**config.mk**
```make
export PLATFORM = sky130hd
export DESIGN_NAME = player_health_controller
export DESIGN_NICKNAME = d
export VERILOG_FILES = /design/src/rtl/player_health_controller.sv
export SDC_FILE = /design/constraint.sdc
export NUM_CORES = 1
export LEC_CHECK = 0
export CORE_ASPECT_RATIO = 0.9
export CORE_MARGIN = 4
export CORE_UTILIZATION = 50
export DETAILED_ROUTE_END_ITERATION = 16
export HOLD_SLACK_MARGIN = 0.03
export PLACE_DENSITY = 0.8
export SLEW_MARGIN = 20
export SYNTH_ARGS = -nofsm -noshare
export SYNTH_HDL_FRONTEND = slang
export SYNTH_SLANG_ARGS = --single-unit
export TNS_END_PERCENT = 100
```
**constraint.sdc**
```tcl
create_clock -name clk -period 5.4 [get_ports clk]
set_input_delay 0.81 -clock clk [delete_from_list [all_inputs] [get_ports clk]]
set_output_delay 0.81 -clock clk [all_outputs]
set_load 0.01 [all_outputs]
```
**src/rtl/player_health_controller.sv**
```systemverilog
// Health-bar damage tracker: latches a bar width on load, removes pixels per
// tick-qualified hit, enforces an invulnerability window and flags death.
//
// state      | meaning
// -----------+-----------------------------------------------------------
// ST_IDLE    | after reset; triggers ignored, all outputs 0
// ST_ALIVE   | accepting hits on tick_centi & object_trigger_signal
// ST_INVULN  | post-hit window, counting down tick_centi pulses
// ST_DEAD    | bar depleted; left only by reset or a new load
module player_health_controller #(
  parameter int INVULN_TICKS = 3,
  parameter int MAX_HITS     = 255
) (
  input  logic       clk,
  input  logic       reset,
  input  logic       tick_centi,
  input  logic       reset_healt_status,
  input  logic [9:0] healt_bar_w,
  input  logic [6:0] healt_bar_sensitivity,
  input  logic       object_trigger_signal,
  output logic [9:0] healt_bar_w_minus,
  output logic [9:0] healt_bar_remaining,
  output logic       hit_flash,
  output logic       is_dead,
  output logic       dead_pulse,
  output logic [7:0] hit_count
);

  localparam logic [1:0] ST_IDLE   = 2'd0;
  localparam logic [1:0] ST_ALIVE  = 2'd1;
  localparam logic [1:0] ST_INVULN = 2'd2;
  localparam logic [1:0] ST_DEAD   = 2'd3;

  localparam logic [7:0] INVULN_LOAD = 8'(INVULN_TICKS);
  localparam logic [7:0] MAX_HITS_C  = 8'(MAX_HITS);

  logic [1:0]  state_q, state_d;
  logic [9:0]  width_q, width_d;
  logic [9:0]  w_minus_q, w_minus_d;
  logic [9:0]  remaining_q, remaining_d;
  logic [7:0]  hit_count_q, hit_count_d;
  logic [7:0]  cnt_q, cnt_d;
  logic        hit_flash_q, hit_flash_d;
  logic        is_dead_q, is_dead_d;
  logic        dead_pulse_q, dead_pulse_d;

  logic [10:0] dmg_sum;
  logic [9:0]  dmg_capped;
  logic [7:0]  hits_inc;

  always_comb begin
    // 11-bit sum so the clamp to the latched width cannot wrap
    dmg_sum    = {1'b0, w_minus_q} + {4'b0, healt_bar_sensitivity};
    dmg_capped = (dmg_sum > {1'b0, width_q}) ? width_q : dmg_sum[9:0];
    hits_inc   = (hit_count_q == MAX_HITS_C) ? hit_count_q : hit_count_q + 8'd1;

    state_d      = state_q;
    width_d      = width_q;
    w_minus_d    = w_minus_q;
    hit_count_d  = hit_count_q;
    cnt_d        = cnt_q;
    dead_pulse_d = 1'b0;

    if (reset_healt_status) begin
      width_d      = healt_bar_w;
      w_minus_d    = '0;
      hit_count_d  = '0;
      cnt_d        = '0;
      state_d      = (healt_bar_w == 10'd0) ? ST_DEAD : ST_ALIVE;
      dead_pulse_d = (healt_bar_w == 10'd0);
    end else begin
      case (state_q)
        ST_ALIVE: begin
          if (tick_centi && object_trigger_signal) begin
            w_minus_d   = dmg_capped;
            hit_count_d = hits_inc;
            if (dmg_capped == width_q) begin
              state_d      = ST_DEAD;
              dead_pulse_d = 1'b1;
            end else begin
              state_d = ST_INVULN;
              cnt_d   = INVULN_LOAD;
            end
          end
        end
        ST_INVULN: begin
          if (tick_centi) begin
            if (cnt_q <= 8'd1) begin
              cnt_d   = 8'd0;
              state_d = ST_ALIVE;
            end else begin
              cnt_d = cnt_q - 8'd1;
            end
          end
        end
        default: ;
      endcase
    end

    remaining_d = width_d - w_minus_d;
    hit_flash_d = (state_d == ST_INVULN);
    is_dead_d   = (state_d == ST_DEAD);
  end

  always_ff @(posedge clk) begin
    if (reset) begin
      state_q      <= ST_IDLE;
      width_q      <= '0;
      w_minus_q    <= '0;
      remaining_q  <= '0;
      hit_count_q  <= '0;
      cnt_q        <= '0;
      hit_flash_q  <= 1'b0;
      is_dead_q    <= 1'b0;
      dead_pulse_q <= 1'b0;
    end else begin
      state_q      <= state_d;
      width_q      <= width_d;
      w_minus_q    <= w_minus_d;
      remaining_q  <= remaining_d;
      hit_count_q  <= hit_count_d;
      cnt_q        <= cnt_d;
      hit_flash_q  <= hit_flash_d;
      is_dead_q    <= is_dead_d;
      dead_pulse_q <= dead_pulse_d;
    end
  end

  assign healt_bar_w_minus   = w_minus_q;
  assign healt_bar_remaining = remaining_q;
  assign hit_flash           = hit_flash_q;
  assign is_dead             = is_dead_q;
  assign dead_pulse          = dead_pulse_q;
  assign hit_count           = hit_count_q;

endmodule

```
==> results of run 1 <==
[report_power, final]
| part | leakage (nW) | total [mW] | switching [mW] | internal, mW |
|---|---|---|---|---|
| logic | 1.62 | 0.302 | 0.150 | 0.152 |
| clock network | 0.0477 | 0.217 | 0.128 | 0.0891 |
| registers | 0.416 | 0.404 | 0.0122 | 0.392 |
| total | 2.09 | 0.923 | 0.290 | 0.633 |
[through the flow]
stage | instance area, um^2 | setup slack [ns] | util [%] | hold WS (ns)
after floorplan | 3760 | 0.000199 | - | 0.465
after global placement | 4660 | -0.440 | 65.2 | 0.484
after detailed placement | 4660 | -0.666 | 65.2 | 0.496
after CTS | 4920 | 0.0000289 | 68.8 | 0.511
after global routing | 5010 | -0.120 | 70.1 | 0.535
final | 5010 | 0.0799 | 70.1 | 0.512
[synthesized netlist by cell type (9+ instances only)]
cell type and count:
inv_1 22, dfxtp_1 51, clkbuf_1 10, nor2_1 50, xnor2_1 17, nor3_1 10
a21o_1 9, a21oi_1 28, ha_1 31, nor2b_1 11, nand2_1 37, xor2_1 10
o21ai_0 21, mux2i_1 10
[repair_timing]
action,in CTS,in global routing
resized for setup,25,16
pin swaps,31,28
endpoints found under the hold margin,0,0
gates cloned,0,0
endpoints found under the setup margin,5,5
buffers inserted,10,6
[area by class of cell]
class                           count  area [um^2]  share of cell area, %
Sequential cell                    51         1020                   20.4
Clock inverter                      3         15.0                  0.300
Multi-Input combinational cell    354         2670                   53.3
Tap cell                           93          116                   2.32
Inverter                           22         82.6                   1.65
Timing Repair Buffer              120         1040                   20.7
Clock buffer                        5         68.8                   1.37
[worst max path at each step]
stage                                  end  slack (ns)  cells past startpoint
floorplan           healt_bar_remaining[8]      0.0002                     27
global placement    healt_bar_remaining[8]       -0.44                     27
detailed placement  healt_bar_remaining[8]       -0.67                     29
CTS                 healt_bar_remaining[8]     0.00003                     30
global route        healt_bar_remaining[8]       -0.12                     29
finish              healt_bar_remaining[8]        0.08                     29
[worst reg2reg max path: cells and delay by family, from the launching register on]
| family | cells | cell delay, ns |
|---|---|---|
| buf+inv | 2 | 0.22 |
| compound gates | 12 | 1.84 |
| flops | 1 | 0.38 |
| fa+ha+maj | 5 | 1.45 |
| xor+xnor | 2 | 0.25 |
| simple gates | 7 | 0.85 |
[layer usage]
| metal | routed length (um) | global-route usage [%] |
|---|---|---|
| met5 | 0 | 0 |
| met4 | 207 | 6.83 |
| met2 | 5030 | 38.0 |
| met3 | 708 | 4.64 |
| met1 | 4810 | 32.0 |
[state kept, by name, summed over array words and instances (netlist names)]
| name | flops |
|---|---|
| hit_count | 8 |
| width_q | 10 |
| healt_bar_remaining | 10 |
| dead_pulse | 1 |
| healt_bar_w_minus | 10 |
| is_dead | 1 |
| state_q | 2 |
| cnt_q | 8 |
| hit_flash | 1 |
[logic make-up after synthesis]
| family | share of synthesized area, % |
|---|---|
| and+or+nand+nor | 24.5 |
| muxes | 2.69 |
| DFF | 27.5 |
| adders and majority gates | 11.8 |
| AOI/OAI and AO/OA | 20.6 |
| buffers and inverters | 5.39 |
| xor gates and xnor gates | 7.61 |
==> impl_results.md, run 1 <==
- Status: completed
- Clk_lat worst skew: 0.30 ns
- Detailed router's first-iteration violation count: 290
- Final setup TNS: 0 ns
- Largest net degree at the start of global routing: 28
- Core Box Area: 7150 um^2
- Placer congestion estimate: 0.938
- Synth cell types: 72
- Most frequent cells in the layout: buf_4 (66), dfxtp_1 (51), nor2_1 (47), clkdlybuf4s50_1 (47), nand2_1 (35)
- Post-synth ARST share: 0%
- Worst reg2reg setup slack: 0.27 ns
- Non-Filler Instances: 648
- Clock buffer depth: 2
- Wire length per cell: 16.6 um
- Final setup skew: 0.00308 ns
- Syn_nets: 505
- EDFF count, synth: 0
- Flops & latches, synth: 51
- Chip width: 98.9 um
- I/O Buffers: 52
- Max Slew Vio Count: 0
- Nets: 609
- Crit-path max cell delay: 0.41 ns
- Layout cells sized above 1: 25.0%
- Final period utilization: 98.5%
- Critical Path AT: 5.48 ns
- RSZ-0062 raised after global routing: yes
- Placed Cells: 624
- CTS tree: done
- DRC viols: 0
- Hold-critical path depth: 2
- Final ANT Viol Nets: 0
- GRT Util Overall: 23.6%
- Post-Route WL: 10.8 mm
- CP required: 5.56 ns
- R2r endpoint: healt_bar_remaining[8]
- Hold Path End: hit_count[5]
- Hold violation total from the final report: 0
- P&R area growth vs syn: 34.9%
- Hold wc startpoint: hit_count[5]
- Area contributors post-synth: dfxtp_1 (27%), ha_1 (10%), nor2_1 (5.1%)
- Die Footprint: 8870 um^2
- CTS Buf Count: 5
- # setup viols final: 0
- Total vias in the final route: 3751
- Yosys top cell area share: 27.5%
- CP max-delay cell: fa_2
- Maxcap violations: 0
- RR Startpoint: healt_bar_w_minus[0]
- Tightest Hold Check Type: reg2reg
- WP buf/inv: 3
- Boundary pin count: 53
- First-pass GRT wire length: 17.5 mm
- Detailed placer's ending HPWL: 8.10 mm
- Class of the most critical setup path: in2reg
- Row cnt: 29
- CP Capture Type: flop
- Top_reg_cell synth: dfxtp_1
- Mean Syn Cell Area: 8.26 um^2
- Crit start category: primary input
- Root buf cell: clkbuf_8
- Critical path origin: healt_bar_sensitivity[0]
- Via density per instance: 5.79
- Vias in the first global route: 3705
- YS warnings: 0
- Most common cell after layout, fill and taps aside: buf_4
- Fillers: 523
- Starting Density: 52.0%
- Slew margin rel.: 33.5%
- Mapped Cells: 450
- Leakage power figure: 2.09 nW
- Die H: 89.8 um
- DR pass1 iterations: 5
- Sequential area share after synthesis: 27.5%
- # diodes: 0
- Clock slew at reported path FFs: 0.09 ns
- Worst-case reg-to-reg path depth: 28
- Crit Path Max Fanout: 4
- GRT overflow: 0
- VDD IR-drop max: 0.144 mV
- Final Critical Period: 5.32 ns
- Pwr dens: 184 nW/um^2
- Total power draw: 0.923 mW
- Mapped Area: 3710 um^2
- Initial antenna violation count: 0
- CTS Hold Bufs: 0
- Peak Freq: 188 MHz
- Worst-Margin Slew: 0.995 ns
- CP top delay family: compound AO/OA/AOI/OAI gates
- H-tree levels: 2
- Clk sinks: 51
- Largest area contributor in the netlist: dfxtp_1
(Power assumes the default switching activity.)
==> inputs of run 2 (changes only) <==
Settings changed: SLEW_MARGIN 20 to 40.
==> impl_results.md, run 2 (same netlist as run 1, synthesis figures left out) <==
- Status: completed (unchanged)
- Initial antenna violation count: 0 (unchanged)
- Met3 Track Usage GR: 4.41% (was 4.64%)
- Most common cell after layout, fill and taps aside: buf_4 (unchanged)
- P&R area growth vs syn: 35.3% (was 34.9%)
- DR pass1 iterations: 7 (was 5)
- Hold Path End: hit_count[5] (unchanged)
- Maxcap violations: 0 (unchanged)
- Core Box Area: 7150 um^2 (unchanged)
- Hold violation total from the final report: 0 (unchanged)
- Tightest Hold Check Type: reg2reg (unchanged)
- Layout cells sized above 1: 25.5% (was 25.0%)
- R2r endpoint: healt_bar_remaining[6] (was healt_bar_remaining[8])
- GRT overflow: 0 (unchanged)
- Placer congestion estimate: 0.938 (unchanged)
- CP max-delay cell: fa_2 (unchanged)
- GRT Util Overall: 24.0% (was 23.6%)
- Largest net degree at the start of global routing: 28 (unchanged)
- Final setup TNS: 0 ns (unchanged)
- Most frequent cell on the critical path: buf_4
- Reg area: 1020 um^2 (unchanged)
- Met2 usage: 38.9% (was 38.0%)
- Vias in the first global route: 3691 (was 3705)
- Final setup skew: 0.00729 ns (was 0.00308 ns)
- VDD IR-drop max: 0.143 mV (was 0.144 mV)
- Critical Path AT: 5.54 ns (was 5.48 ns)
- Worst hold slack: 0.517 ns (was 0.512 ns)
- Slew margin rel.: 46.7% (was 33.5%)
- Crit start category: primary input (unchanged)
- GRT busiest layer: met2 (unchanged)
- Clock buffer depth: 2 (unchanged)
- Peak Freq: 186 MHz (was 188 MHz)
- RSZ-0062 raised after global routing: yes (unchanged)
- Hold wc startpoint: hit_count[5] (unchanged)
- Met1 usage: 32.5% (was 32.0%)
- First-pass GRT wire length: 17.8 mm (was 17.5 mm)
- CP Capture Type: flop (unchanged)
- Worst-case reg-to-reg path depth: 29 (was 28)
- CTS Hold Bufs: 0 (unchanged)
- Crit Path Max Fanout: 4 (unchanged)
- Clk_lat worst skew: 0.30 ns (about the same)
- Worst reg2reg setup slack: 0.23 ns (was 0.27 ns)
- Class of the most critical setup path: in2reg (unchanged)
- Final ANT Viol Nets: 0 (unchanged)
- Hold-critical path depth: 2 (unchanged)
- Starting Density: 52.0% (unchanged)
- Pwr dens: 185 nW/um^2 (was 184 nW/um^2)
- Clock slew at reported path FFs: 0.09 ns (about the same)
- Critical path depth: 30 (was 29)
- Worst-Margin Slew: 0.797 ns (was 0.995 ns)
- Die H: 89.8 um (unchanged)
- Die Footprint: 8870 um^2 (unchanged)
- Leakage power figure: 2.09 nW (about the same)
- # diodes: 0 (unchanged)
- Placed Area: 4660 um^2 (about the same)
- Final non-filler cell area: 5020 um^2 (was 5010 um^2)
- Final Critical Period: 5.37 ns (was 5.32 ns)
- Total vias in the final route: 3810 (was 3751)
- Place WS: -0.624 ns (was -0.666 ns)
- Crit-path max cell delay: 0.41 ns (about the same)
- Layout Utilization: 70.3% (was 70.1%)
- Clk sinks: 51 (unchanged)
- Max Slew Vio Count: 0 (unchanged)
- CTS Buf Count: 5 (unchanged)
- Post-Route WL: 10.9 mm (was 10.8 mm)
- Nets: 611 (was 609)
- Fillers: 529 (was 523)
- RR Startpoint: healt_bar_w_minus[0] (unchanged)
- Most frequent cells in the layout: buf_4 (69), dfxtp_1 (51), nor2_1 (47), clkdlybuf4s50_1 (46), nand2_1 (35) (was buf_4 (66), dfxtp_1 (51), nor2_1 (47), clkdlybuf4s50_1 (47), nand2_1 (35))
- Root buf cell: clkbuf_8 (unchanged)
- Multi-input logic area: 2680 um^2 (was 2670 um^2)
- Final WS setup: 0.0288 ns (was 0.0799 ns)
- CP required: 5.57 ns (was 5.56 ns)
- Detailed router's first-iteration violation count: 263 (was 290)
- H-tree levels: 2 (unchanged)
- CP top delay family: compound AO/OA/AOI/OAI gates (unchanged)
- CTS tree: done (unchanged)
- Detailed placer's ending HPWL: 8.10 mm (about the same)
- Boundary pin count: 53 (unchanged)
- DRC viols: 0 (unchanged)
- I/O Buffers: 52 (unchanged)
- Final period utilization: 99.5% (was 98.5%)
- Wire length per cell: 16.8 um (was 16.6 um)
- Chip width: 98.9 um (unchanged)
- WP buf/inv: 6 (was 3)
- Via density per instance: 5.86 (was 5.79)
- Row cnt: 29 (unchanged)
- # setup viols final: 0 (unchanged)
==> run 2: cell count changes in the layout (fill, tap and decap cells not counted) <==
cell,before,now
buf_4,66,69
buf_6,3,2
a21oi_4,1,2
buf_2,0,1
ha_1,26,25
clkdlybuf4s50_1,47,46
a21oi_2,7,6
mux2i_2,1,0
ha_2,1,2
mux2i_1,9,10
==> run 2: final cells by class <==
cell class / count / area share (%)
well taps: 93 / 2.32
clock inverters: 3 / 0.299
flip-flops and latches: 51 / 20.3
inverters: 22 / 1.64
clock buffers: 5 / 1.37
multi-input cells: 354 / 53.3
repair buffers: 122 / 20.8
==> run 2: layer usage <==
layer  vias up  routed length (um)
met5         -                   0
met2       168                5080
met1      1788                4850
met4         0                 330
met3        38                 672
li1       1816                   -
==> run 2: worst max path at each step <==
stage                                         from                     end  slack (ns)
after detailed placement  healt_bar_sensitivity[0]  healt_bar_remaining[8]       -0.62
after floorplan           healt_bar_sensitivity[0]  healt_bar_remaining[8]      0.0002
after global routing      healt_bar_sensitivity[0]  healt_bar_remaining[8]       -0.20
after CTS                 healt_bar_sensitivity[1]  healt_bar_remaining[8]       0.003
final                     healt_bar_sensitivity[0]  healt_bar_remaining[6]        0.03
after global placement    healt_bar_sensitivity[0]  healt_bar_remaining[8]       -0.44
==> run 2: per-stage QoR <==
step                      std cells  power, mW
after floorplan                 450      0.580
after global placement          624      0.677
after detailed placement        624      0.684
after CTS                       641      0.919
after global routing            650      0.971
final                           650      0.928
==> run 2: where the power goes <==
part | leakage [nW] | internal [mW] | total (mW) | switching, mW
clock | 0.0477 | 0.0892 | 0.220 | 0.131
sequential | 0.416 | 0.392 | 0.404 | 0.0117
combinational | 1.63 | 0.152 | 0.304 | 0.151
==> run 2: timing repair <==
item / in CTS / in global routing
gates resized for setup: 26 / 15
gates cloned: 0 / 0
setup buffers: 9 / 9
pin swaps: 31 / 28
endpoints found under the setup margin: 5 / 5
hold endpoints to repair: 0 / 0
==> run 2: worst reg2reg max path: cells and delay by family (launching register included) <==
kind	cells	cell delay (ns)
DFF	1	0.37
and+or+nand+nor	6	0.69
AOI/OAI and AO/OA	11	1.64
xor gates and xnor gates	2	0.33
buffers and inverters	5	0.52
adders and majority gates	5	1.49
==> inputs of run 3 (changes only) <==
Settings changed: GPL_TIMING_DRIVEN from default to 0.
==> impl_results.md, run 3 (same netlist as run 1, synthesis figures left out) <==
- # setup viols final: 1 (was 0)
- Hold violation total from the final report: 0 (unchanged)
- CTS tree: done (unchanged)
- Final Critical Period: 5.40 ns (was 5.37 ns)
- Initial antenna violation count: 0 (unchanged)
- RSZ-0062 raised after global routing: yes (unchanged)
- Clock slew at reported path FFs: 0.10 ns (was 0.09 ns)
- Critical path origin: healt_bar_sensitivity[3] (was healt_bar_sensitivity[0])
- DR pass1 iterations: 5 (was 7)
- First-pass GRT wire length: 17.5 mm (was 17.8 mm)
- Vias in the first global route: 3600 (was 3691)
- # diodes: 0 (unchanged)
- Worst-Margin Slew: 0.576 ns (was 0.797 ns)
- Crit-path max cell delay: 0.34 ns (was 0.41 ns)
- Wire length per cell: 17.3 um (was 16.8 um)
- Most frequent cells in the layout: dfxtp_1 (51), nor2_1 (47), clkdlybuf4s50_1 (44), nand2_1 (35), buf_4 (33) (was buf_4 (69), dfxtp_1 (51), nor2_1 (47), clkdlybuf4s50_1 (46), nand2_1 (35))
- Status: finished with violations (was completed)
- Total power draw: 0.940 mW (was 0.928 mW)
- Final period utilization: 100% (was 99.5%)
- Critical Path AT: 5.59 ns (was 5.54 ns)
- Clock buffer depth: 2 (unchanged)
- Hold wc startpoint: cnt_q[5] (was hit_count[5])
- Crit start category: primary input (unchanged)
- Nets: 589 (was 611)
- Maxcap violations: 0 (unchanged)
- Final non-filler cell area: 4910 um^2 (was 5020 um^2)
- Die H: 89.8 um (unchanged)
- Peak Freq: 185 MHz (was 186 MHz)
- Via density per instance: 5.89 (was 5.86)
- CP top delay family: compound AO/OA/AOI/OAI gates (unchanged)
- Core Box Area: 7150 um^2 (unchanged)
- Pwr dens: 192 nW/um^2 (was 185 nW/um^2)
- Detailed router's first-iteration violation count: 270 (was 263)
- Placed Area: 4380 um^2 (was 4660 um^2)
- WP buf/inv: 3 (was 6)
- Failing checks: setup timing
- Row cnt: 29 (unchanged)
- GRT Util Overall: 23.7% (was 24.0%)
- RR Startpoint: healt_bar_w_minus[0] (unchanged)
- Starting Density: 52.0% (unchanged)
- Crit Path Max Fanout: 9 (was 4)
- H-tree levels: 2 (unchanged)
- Root buf cell: clkbuf_8 (unchanged)
- CTS Buf Count: 5 (unchanged)
- Placer congestion estimate: 0.885 (was 0.938)
- Fillers: 545 (was 529)
- Class of the most critical setup path: in2reg (unchanged)
- Detailed placer's ending HPWL: 7.78 mm (was 8.10 mm)
- Most frequent cell on the critical path: a21oi_2 (was buf_4)
- Clk sinks: 51 (unchanged)
- Worst hold slack: 0.510 ns (was 0.517 ns)
- Die Footprint: 8870 um^2 (unchanged)
- Post-Route WL: 10.9 mm (about the same)
- Final setup skew: 0.00746 ns (was 0.00729 ns)
- CP required: 5.59 ns (was 5.57 ns)
- Leakage power figure: 1.94 nW (was 2.09 nW)
- CP max-delay cell: ha_1 (was fa_2)
- CP Capture Type: flop (unchanged)
- GRT overflow: 0 (unchanged)
- Final WS setup: -0.00253 ns (was 0.0288 ns)
- Max Slew Vio Count: 0 (unchanged)
- Most common cell after layout, fill and taps aside: dfxtp_1 (was buf_4)
- Clk_lat worst skew: 0.32 ns (was 0.30 ns)
- P&R area growth vs syn: 32.2% (was 35.3%)
- DRC viols: 0 (unchanged)
- Chip width: 98.9 um (unchanged)
- Slew margin rel.: 61.2% (was 46.7%)
- Total vias in the final route: 3700 (was 3810)
- Tightest Hold Check Type: reg2reg (unchanged)
- Boundary pin count: 53 (unchanged)
- Layout cells sized above 1: 21.7% (was 25.5%)
- Largest net degree at the start of global routing: 19 (was 28)
- VDD IR-drop max: 0.136 mV (was 0.143 mV)
- I/O Buffers: 50 (was 52)
- Final ANT Viol Nets: 0 (unchanged)
## run 3: cell count changes in the layout (fill, tap and decap cells not counted), sizes merged
cell / previous run / this run
clkbuf: 6 / 17
clkinvlp: 0 / 1
clkdlybuf4s50: 46 / 44
clkinv: 3 / 1
dlymetal6s2s: 2 / 3
inv: 22 / 23
buf: 72 / 40
## run 3: routing by layer
layer | track usage (%) | vias up | part of all wire (%)
met5 | 0 | - | 0
met4 | 6.14 | 0 | 2.6
met3 | 3.95 | 28 | 6.4
met2 | 38.8 | 164 | 47
met1 | 32.1 | 1731 | 44
li1 | - | 1777 | -
## run 3: power breakdown
| part | leakage (nW) | internal, mW | total, mW | switching, mW |
|---|---|---|---|---|
| registers | 0.416 | 0.392 | 0.403 | 0.0105 |
| logic | 1.48 | 0.146 | 0.300 | 0.155 |
| clock network | 0.0463 | 0.0954 | 0.237 | 0.142 |
## run 3: final timing paths
check | endpoint | slack [ns] | cells past startpoint
min reg2reg | cnt_q[5] | 0.51 | 2
max reg2reg | healt_bar_remaining[8] | 0.18 | 30
max | healt_bar_remaining[8] | -0.003 | 29
min | cnt_q[5] | 0.51 | 2
## run 3: repair_timing
item / CTS / global route
pin swaps: 34 / 27
hold buffers: 0 / 0
endpoints found under the setup margin: 6 / 4
gates resized for setup: 32 / 26
endpoints found under the hold margin: 0 / 0
setup buffers: 20 / 9
## run 3: final cells by class
| type | count | area (um^2) | area share [%] |
|---|---|---|---|
| Buffer | 21 | 116 | 2.37 |
| Clock buffer | 5 | 68.8 | 1.40 |
| Clock inverter | 3 | 27.5 | 0.561 |
| Inverter | 22 | 82.6 | 1.68 |
| Multi-Input combinational cell | 354 | 2750 | 56.1 |
| Sequential cell | 51 | 1020 | 20.8 |
| Tap cell | 93 | 116 | 2.37 |
| Timing Repair Buffer | 79 | 724 | 14.8 |
## run 3: worst register-to-register path: cells and delay by family (launching register included)
kind,cells,cell delay (ns)
AO/OA/AOI/OAI,14,2.19
XOR/XNOR,2,0.31
adder cells (fa/ha/maj),5,1.33
buffers and inverters,3,0.34
flip-flops,1,0.38
AND/OR/NAND/NOR,6,0.56
## run 3: per-stage QoR
step / setup WS [ns] / setup TNS (ns) / util [%] / instances
after global placement: -0.969 / -4.35 / 61.2 / 593
final: -0.00253 / -0.00253 / 68.7 / 628
after global routing: -0.194 / -0.333 / 68.7 / 628
after detailed placement: -1.08 / -4.75 / 61.2 / 593
after CTS: 0.00888 / 0 / 66.5 / 619
after floorplan: 0.000199 / 0 / - / 450
